`src/rtl/rr_arb8_ctrl_if.sv`:
```
// Request/grant bundle between eight requesters and the round-robin arbiter.
// Latency: none (wires only).
// Backpressure: none; REQ is a level request and GNT is held while REQ stays high.
interface rr_arb8_ctrl_if;
  logic [7:0] REQ;
  logic [7:0] GNT;
  logic [2:0] GNT_IDX;
  logic       GNT_VLD;
  logic       TMO;

  // Requester side drives requests and observes the grant.
  modport master (output REQ, input GNT, GNT_IDX, GNT_VLD, TMO);
  // Arbiter side samples requests and drives the registered grant.
  modport slave  (input REQ, output GNT, GNT_IDX, GNT_VLD, TMO);
endinterface

```
`src/rtl/rr_arb8_ctrl.sv`:
```
// 8-way round-robin arbiter with registered one-hot grant, binary index and a one-cycle turnaround gap.
// Latency: REQ -> GNT 1 clock from idle; release -> next grant 2 clocks (one GAP cycle).
// Backpressure: owner keeps the grant while its REQ is high; ARB_TIMEOUT_EN forces release after MAX_HOLD cycles.
module rr_arb8_ctrl #(
  parameter int MAX_HOLD = 16,
  parameter int CNT_W    = 8
) (
  input  logic          CLK,
  input  logic          RST_N,
  rr_arb8_ctrl_if.slave bus
);

  // Reject configurations the hold counter cannot represent.
  if (MAX_HOLD < 1 || MAX_HOLD > 255 || MAX_HOLD >= (1 << CNT_W)) begin : g_bad_cfg
    $error("rr_arb8_ctrl: MAX_HOLD must be 1..255 and below 2**CNT_W");
  end

  typedef enum logic [1:0] {
    ST_IDLE  = 2'd0,
    ST_GRANT = 2'd1,
    ST_GAP   = 2'd2
  } state_e;

  state_e     state_q, state_d;
  logic [2:0] ptr_q, ptr_d;
  logic [7:0] gnt_q, gnt_d;
  logic [2:0] idx_q, idx_d;
  logic       vld_q, vld_d;

  logic [2:0] win_idx;
  logic       win_found;
  logic [2:0] cand;

`ifdef ARB_TIMEOUT_EN
  logic [CNT_W-1:0] cnt_q, cnt_d;
  logic             tmo_q, tmo_d;
`endif

  // Winner search: first set request strictly after the last winner, wrapping 7 -> 0.
  always_comb begin
    win_idx   = ptr_q;
    win_found = 1'b0;
    cand      = 3'd0;
    for (int k = 1; k <= 8; k++) begin
      cand = ptr_q + 3'(k);
      if (!win_found && bus.REQ[cand]) begin
        win_found = 1'b1;
        win_idx   = cand;
      end
    end
  end

  // Next-state and registered-output computation for IDLE/GRANT/GAP.
  always_comb begin
    state_d = state_q;
    ptr_d   = ptr_q;
    gnt_d   = gnt_q;
    idx_d   = idx_q;
    vld_d   = vld_q;
`ifdef ARB_TIMEOUT_EN
    cnt_d   = cnt_q;
    tmo_d   = 1'b0;
`endif
    case (state_q)
      // GAP ends with the same arbitration IDLE performs, so a waiting
      // requester is granted on the edge that closes the gap.
      ST_IDLE, ST_GAP: begin
        state_d = ST_IDLE;
        gnt_d   = 8'h00;
        vld_d   = 1'b0;
        if (win_found) begin
          state_d = ST_GRANT;
          ptr_d   = win_idx;
          idx_d   = win_idx;
          vld_d   = 1'b1;
          gnt_d   = 8'h01 << win_idx;
`ifdef ARB_TIMEOUT_EN
          cnt_d   = CNT_W'(1);
`endif
        end
      end
      ST_GRANT: begin
        if (!bus.REQ[idx_q]) begin
          state_d = ST_GAP;
          gnt_d   = 8'h00;
          vld_d   = 1'b0;
        end
`ifdef ARB_TIMEOUT_EN
        else if (cnt_q == CNT_W'(MAX_HOLD)) begin
          // Forced release; PTR already points at the owner so others win next.
          state_d = ST_GAP;
          gnt_d   = 8'h00;
          vld_d   = 1'b0;
          tmo_d   = 1'b1;
        end else if (cnt_q != {CNT_W{1'b1}}) begin
          cnt_d = cnt_q + CNT_W'(1);
        end
`endif
      end
      default: begin
        state_d = ST_IDLE;
        gnt_d   = 8'h00;
        vld_d   = 1'b0;
      end
    endcase
  end

  // State and output registers; reset drops the grant immediately.
  always_ff @(posedge CLK or negedge RST_N) begin
    if (!RST_N) begin
      state_q <= ST_IDLE;
      ptr_q   <= 3'd7;
      gnt_q   <= 8'h00;
      idx_q   <= 3'd0;
      vld_q   <= 1'b0;
    end else begin
      state_q <= state_d;
      ptr_q   <= ptr_d;
      gnt_q   <= gnt_d;
      idx_q   <= idx_d;
      vld_q   <= vld_d;
    end
  end

`ifdef ARB_TIMEOUT_EN
  // Hold counter and timeout pulse registers.
  always_ff @(posedge CLK or negedge RST_N) begin
    if (!RST_N) begin
      cnt_q <= '0;
      tmo_q <= 1'b0;
    end else begin
      cnt_q <= cnt_d;
      tmo_q <= tmo_d;
    end
  end

  assign bus.TMO = tmo_q;
`else
  assign bus.TMO = 1'b0;
`endif

  assign bus.GNT     = gnt_q;
  assign bus.GNT_IDX = idx_q;
  assign bus.GNT_VLD = vld_q;

endmodule

```
`src/flat_wrapper.sv`:
```
// flat-port wrapper written by rule: the top's interface ports become plain ports
module rr_arb8_ctrl_flat 
#(
  parameter int MAX_HOLD = 16,
  parameter int CNT_W    = 8
)
  (CLK, RST_N, bus_REQ, bus_GNT, bus_GNT_IDX, bus_GNT_VLD, bus_TMO);
  rr_arb8_ctrl_if bus_i ();
  input  logic CLK;
  input  logic RST_N;
  input wire logic [$bits(bus_i.REQ)-1:0] bus_REQ;
  output wire logic [$bits(bus_i.GNT)-1:0] bus_GNT;
  output wire logic [$bits(bus_i.GNT_IDX)-1:0] bus_GNT_IDX;
  output wire logic [$bits(bus_i.GNT_VLD)-1:0] bus_GNT_VLD;
  output wire logic [$bits(bus_i.TMO)-1:0] bus_TMO;
  assign bus_i.REQ = bus_REQ;
  assign bus_GNT = bus_i.GNT;
  assign bus_GNT_IDX = bus_i.GNT_IDX;
  assign bus_GNT_VLD = bus_i.GNT_VLD;
  assign bus_TMO = bus_i.TMO;
  rr_arb8_ctrl #(.MAX_HOLD(MAX_HOLD), .CNT_W(CNT_W)) u_core (.CLK(CLK), .RST_N(RST_N), .bus(bus_i));
endmodule
```
`config.mk`:
```
export PLATFORM = sky130hd
export DESIGN_NAME = rr_arb8_ctrl_flat
export DESIGN_NICKNAME = d
export VERILOG_FILES = /design/src/rtl/rr_arb8_ctrl_if.sv /design/src/rtl/rr_arb8_ctrl.sv /design/src/flat_wrapper.sv
export SDC_FILE = /design/constraint.sdc
export NUM_CORES = 1
export LEC_CHECK = 0
export ABC_AREA = 1
export BUFFER_PORTS_ARGS = -buffer_cell sky130_fd_sc_hd__buf_2
export CAP_MARGIN = 20
export CELL_PAD_IN_SITES_DETAIL_PLACEMENT = 0
export CELL_PAD_IN_SITES_GLOBAL_PLACEMENT = 1
export CORE_MARGIN = 3
export CORE_UTILIZATION = 25
export CTS_CLUSTER_DIAMETER = 200
export DETAILED_ROUTE_END_ITERATION = 10
export HOLD_SLACK_MARGIN = 0.08
export PLACE_DENSITY_LB_ADDON = 0.1
export SYNTH_ARGS = -nofsm -noshare
export SYNTH_HDL_FRONTEND = slang
export SYNTH_SLANG_ARGS = --single-unit
```
`constraint.sdc`:
```
create_clock -name CLK -period 3.45 [get_ports CLK]
set_clock_uncertainty 0.2 [all_clocks]
set_input_delay 0.1725 -clock CLK [delete_from_list [all_inputs] [get_ports CLK]]
set_output_delay 0.1725 -clock CLK [all_outputs]
set_load 0.02 [all_outputs]
```
# After elaboration in Yosys (flattened, before gate mapping)

Cells that the tools add are included.

Add/sub/neg operators: 7
Magnitude comparators: 9
Equal/unequal tests: 3
Shifts and indexed selects: 1
Mux-type cells: 43
Reduce and logical (&&, ||, !) cells: 17

Operator list:

| operator            | number |
|---|---|
| $lt 3x4->1 const B  | 9 |
| $bmux 1 s3          | 9 |
| $mux 3              | 8 |
| $mux 1              | 20 |
| $mux 8              | 2 |
| $pmux 8 s2          | 1 |
| $add 3x3->3 const B | 4 |
| $shl 1x3->8 const A | 1 |
| $logic_and 1x1->1   | 7 |
| $logic_not 1->1     | 7 |
| $add 3x2->3 const B | 2 |
| $pmux 2 s2          | 1 |
| $add 3x1->3 const B | 1 |
| $eq 2x1->1 const B  | 1 |
| $eq 2x2->1 const B  | 1 |
| $logic_not 2->1     | 1 |
| $mux 2              | 1 |
| $ne 2x2->1 const B  | 1 |
| $pmux 1 s2          | 1 |
| $reduce_and 2->1    | 1 |
| $reduce_or 2->1     | 1 |

Flip-flop bits (word level): 17
Input bits: 10
Output and inout bits: 13
Word-level logic and storage cells: 85

# Longest topological paths before layout

Depth after elaboration: 28
Mapped depth: 20
Mapped depth without buffers: 19

# Worst setup path before layout

No wires, ideal clock.

Path kind: register to register
Start point: register u_core.ptr_q[1]
End point: register u_core.gnt_q[6] (netlist: u_core.bus.GNT[6])
Setup time: 65 ps
Arrival time: 2346 ps
Required time: 3185 ps
Setup slack: 839 ps
Stages on the path, launching flop included: 19
Buffers on the path: 1
Clock period less this slack: 2611 ps
Cells stage by stage: dfstp_2 > buf_6 > inv_2 > ha_1 > inv_2 > nand3_1 > nand3_2 > nand2_4 > inv_2 > nand3_4 > nor2_8 > nand4_4 > nand2_2 > inv_2 > nand2_4 > nand2_2 > nor2_4 > nand2_1 > nand2_1

Word-level cells in the longest chain between the ends: 28
Elaborated cells between the ends (all ways): 56
Classes of those cells: add/sub (7); shift (1); mux (34); reduce/logical (14)

Ends and longest elaborated chain:

| item                         | RTL line            | source |
|---|---|---|
| start, declared              | rr_arb8_ctrl.sv:25  | `logic [2:0] ptr_q, ptr_d;` |
| start signal, assigned       | rr_arb8_ctrl.sv:118 | `ptr_q <= ptr_d;` |
| $add 3x1->3                  | rr_arb8_ctrl.sv:45  | `cand = ptr_q + 3'(k);` |
| $bmux 1 s3                   | rr_arb8_ctrl.sv:46  | `if (!win_found && bus.REQ[cand]) begin` |
| $mux 1 (implied by the code) | rr_arb8_ctrl.sv:46  |  |
| $mux 1                       | rr_arb8_ctrl.sv:46  |  |
| $logic_not 1->1              | rr_arb8_ctrl.sv:46  |  |
| $logic_and 1x1->1            | rr_arb8_ctrl.sv:46  |  |
| $mux 1                       | rr_arb8_ctrl.sv:46  |  |
| $logic_not 1->1              | rr_arb8_ctrl.sv:46  |  |
| [... 12 more ...]            | n/a                 |  |
| $logic_and 1x1->1            | rr_arb8_ctrl.sv:46  |  |
| $mux 1                       | rr_arb8_ctrl.sv:46  |  |
| $logic_not 1->1              | rr_arb8_ctrl.sv:46  |  |
| $logic_and 1x1->1            | rr_arb8_ctrl.sv:46  |  |
| $mux 3                       | rr_arb8_ctrl.sv:46  |  |
| $shl 1x3->8                  | rr_arb8_ctrl.sv:76  | `gnt_d = 8'h01 << win_idx;` |
| $mux 8 *                     | rr_arb8_ctrl.sv:71  | `if (win_found) begin` |
| $pmux 8 s2 *                 | rr_arb8_ctrl.sv:64  | `case (state_q)` |
| end signal, assigned         | rr_arb8_ctrl.sv:119 | `gnt_q <= gnt_d;` |
| end, declared                | rr_arb8_ctrl.sv:26  | `logic [7:0] gnt_q, gnt_d;` |

Every way passes the cells marked *; elsewhere a longest branch is shown, timed or not. The select of a mux whose other input is x is not followed.
A chain may end at the register's enable or synchronous reset.

# Worst setup path after layout

Start point: register u_core.ptr_q[0]
End point: register u_core.idx_q[1] (netlist: u_core.bus.GNT_IDX[1])

Word-level cells in the longest chain between the ends: 26
Elaborated cells between the ends (all ways): 54
Classes of those cells: add/sub (7); mux (32); reduce/logical (15)

Ends and longest elaborated chain:

| item                         | RTL line            | source |
|---|---|---|
| $add 3x1->3                  | rr_arb8_ctrl.sv:45  |  |
| $bmux 1 s3                   | rr_arb8_ctrl.sv:46  |  |
| $mux 1 (implied by the code) | rr_arb8_ctrl.sv:46  |  |
| $mux 1                       | rr_arb8_ctrl.sv:46  |  |
| $logic_not 1->1              | rr_arb8_ctrl.sv:46  |  |
| $logic_and 1x1->1            | rr_arb8_ctrl.sv:46  |  |
| $mux 1                       | rr_arb8_ctrl.sv:46  |  |
| $logic_not 1->1              | rr_arb8_ctrl.sv:46  |  |
| [... 10 more ...]            | n/a                 |  |
| $mux 1                       | rr_arb8_ctrl.sv:46  |  |
| $logic_not 1->1              | rr_arb8_ctrl.sv:46  |  |
| $logic_and 1x1->1            | rr_arb8_ctrl.sv:46  |  |
| $mux 1                       | rr_arb8_ctrl.sv:46  |  |
| $logic_not 1->1              | rr_arb8_ctrl.sv:46  |  |
| $logic_and 1x1->1            | rr_arb8_ctrl.sv:46  |  |
| $mux 1                       | rr_arb8_ctrl.sv:46  |  |
| $reduce_and 2->1 (no line)   | n/a                 |  |
| end signal, assigned         | rr_arb8_ctrl.sv:120 | `idx_q <= idx_d;` |
| end, declared                | rr_arb8_ctrl.sv:27  | `logic [2:0] idx_q, idx_d;` |

Several ways; a longest one is shown, not always the timed one. The select of a mux whose other input is x is not followed.

==> results.sh <==
export IMPL_outcome="finished clean"
export IMPL_grtUsageTotal_pct=12.5
export IMPL_die_w_um=86.8
export IMPL_num_rows=28
export IMPL_critPathLaunchType="flop"
export IMPL_port_buffers=21
export IMPL_post_route_period_util_pct=85.5
export IMPL_path_clk_slew_ns=0.06
export IMPL_insertion_delay_ns=0.24
export IMPL_routabilityCongestion=0.768
export IMPL_path_class="flop to flop"
export IMPL_startpoint="u_core.ptr_q[0]$_DFFE_PN1P_"
export IMPL_mostFrequentLayoutCells="93 x nand2_1, 21 x nand3_1, 21 x buf_2"
export IMPL_dpl_hpwl_mm=3.68
export IMPL_syn_cell_area_mm2=0.00163
export IMPL_ys_types=32
export IMPL_final_common_cell="nand2_1"
export IMPL_antenna_found_initial=0
export IMPL_grt_start_max_net_pins=17
export IMPL_diodes=0
export IMPL_pin_count=23
export IMPL_worstPathMaxFanout=14
export IMPL_synth_seq_cells=16
export IMPL_crit_top_cell="inv_2"
export IMPL_ff2ff_setup_slack_ns=0.50
export IMPL_syn2layout_area_growth_pct=13.7
export IMPL_rr_worst_depth=14
export IMPL_drive_above_1_share_pct=31.8
export IMPL_place_worst_setup_slack_ns=0.519
export IMPL_hp_class="input pin to asynchronous set/reset pin"
export IMPL_syn_nets=252
export IMPL_layout_nets=277
export IMPL_drv_cap=0
export IMPL_r2r_end="u_core.bus.GNT_IDX[1]$_DFFE_PN0P_"
export IMPL_numCtsBuffers=3
export IMPL_finalSetupTns_ns=0
export IMPL_cts_tree="yes"
export IMPL_clkSinkCount=16
export IMPL_routed_via_count=1500
export IMPL_grt_pass1_wl_mm=7.37
export IMPL_cts_resized=0
export IMPL_ant_nets=0
export IMPL_die_h_um=86.8
export IMPL_finalCriticalPeriod_ns=2.95
export IMPL_yosys_area_top_type="nand2_1"
export IMPL_slew_viol_final=0
export IMPL_hold_ws_ns=0.174
export IMPL_fill_cells=684
export IMPL_coreArea_mm2=0.00613
export IMPL_yosys_warnings=0
export IMPL_wl_mm=4.32
export IMPL_hold_viol=0
export IMPL_drt_iter0_drc=46
export IMPL_post_dp_cell_area_mm2=0.00180
export IMPL_drcViolationCount=0
export IMPL_cts_htree_levels=1
export IMPL_root_buffer="clkbuf_8"
export IMPL_yosysSeqAreaShare_pct=24.8
export IMPL_crit_path_top_delay_cell="dfstp_2"
export IMPL_grt_pass1_vias=1534
export IMPL_grt_overflow_total=0
export IMPL_clockBufferDepth=2
export IMPL_yosys_top_cells_area="nand2_1 21%, dfrtp_1 20%, nand3_1 6.4%, nand2_2 6.1%, nand3_2 4.9%"
export IMPL_detailedRoute_firstPassIterationCount=4
export IMPL_stdcell_area_mm2=0.00186
export IMPL_initial_utilization_pct=26.6
export IMPL_r2r_start="u_core.ptr_q[0]$_DFFE_PN1P_"
export IMPL_netlist_instances=240
export IMPL_cpPeakStageDelay_ns=0.53
export IMPL_fin_ws_ns=0.501
export IMPL_yosys_area_top_type_share_pct=21.4
export IMPL_wire_per_inst_um=12.7
export IMPL_path_cells="inv_2 > ha_1 > inv_2 > nand3_1 > nand3_2 > nand2_4 > nor2_4 > nand4_1 > nor3_1 > nand2_1 > nand2_2 > inv_2 > nand2_1 > o21ai_1"
export IMPL_viasPerCell=4.42
export IMPL_end_kind="flop"
export IMPL_avgSynthCellArea_um2=6.80
export IMPL_rsz0062_at_grt="false"
export IMPL_finalSetupViolCount=0
export IMPL_die_area_mm2=0.00753
export IMPL_crit_arrival_ns=2.88
export IMPL_required_ns=3.38
export IMPL_fmax_mhz=339
synthesized netlist by cell type, drive strengths merged:
| cell type | instances |
|---|---|
| inv | 27 |
| a21oi | 3 |
| o221ai | 2 |
| dfstp | 3 |
| clkinv | 2 |
| dfrtp | 13 |
| buf | 5 |
| conb | 1 |
| a31oi | 1 |
| o21bai | 1 |
| nand2 | 113 |
| ha | 2 |
| nor2 | 16 |
| nor3 | 2 |
| xnor2 | 2 |
| o21ai | 12 |
| nand4 | 5 |
| nand3 | 30 |
per-layer routing:
layer,vias to the layer above,track usage (%),part of all wire [%],wire length [µm]
met3,6,1.43,1.9,82
li1,811,-,-,-
met4,0,4.39,1.7,75
met5,-,0,0,0
met1,663,17.7,51,2220
met2,20,19.5,45,1940
stage by stage:
step           std cells  utilization, %
5_1_grt              339            30.3
2_1_floorplan        240               -
3_5_place_dp         334            29.4
3_3_place_gp         334            29.4
4_1_cts              339            30.3
6_report             339            30.3
how the worst max path moves through the flow:
stage / to / slack (ns) / depth (start not counted)
final: u_core.bus.GNT_IDX[1]$_DFFE_PN0P_ / 0.50 / 14
after CTS: u_core.bus.GNT_IDX[1]$_DFFE_PN0P_ / 0.51 / 14
after detailed placement: u_core.bus.GNT_IDX[1]$_DFFE_PN0P_ / 0.52 / 14
after floorplan: u_core.bus.GNT[6]$_DFFE_PN0P_ / 0.84 / 18
after global routing: u_core.bus.GNT_IDX[1]$_DFFE_PN0P_ / 0.26 / 14
after global placement: u_core.bus.GNT_IDX[1]$_DFFE_PN0P_ / 0.49 / 14
sequential cells by signal, summed over array words and instances (netlist names):
signal              count
u_core.bus.GNT          8
u_core.ptr_q            3
u_core.bus.GNT_IDX      3
u_core.state_q          2
critical path: cells and delay by family, from the launching register on:
family	cells	cell delay [ns]
fa+ha+maj	1	0.39
flops	1	0.53
compound gates	1	0.07
simple gates	9	1.27
buf+inv	3	0.38
kinds of logic (layout without fill, tap and decap cells):
kind of cell | count (synthesis) | count (layout) | synth area share, %
buffers and inverters | 34 | 58 | 10.1
other | 1 | 1 | 0.230
flip-flops | 16 | 16 | 24.8
adder cells (fa/ha/maj) | 2 | 2 | 1.53
AO/OA/AOI/OAI | 19 | 19 | 7.90
XOR/XNOR | 2 | 2 | 3.37
AND/OR/NAND/NOR | 166 | 166 | 52.1
layout make-up:
cell class / instances / area [µm²] / share of cell area (%)
Inverter: 29 / 113 / 6.07
Multi-Input combinational cell: 190 / 1060 / 57.2
Timing Repair Buffer: 25 / 138 / 7.42
Sequential cell: 16 / 404 / 21.8
Tap cell: 75 / 93.8 / 5.06
Clock buffer: 4 / 45.0 / 2.43
timing repair:
| item | in CTS | in global routing |
|---|---|---|
| hold buffers | 1 | 0 |
| buffers inserted | 0 | 0 |
| endpoints found under the hold margin | 16 | 0 |
Power is not shown: default switching activity piles up to over one toggle a cycle in this logic, so the estimate is an artifact.
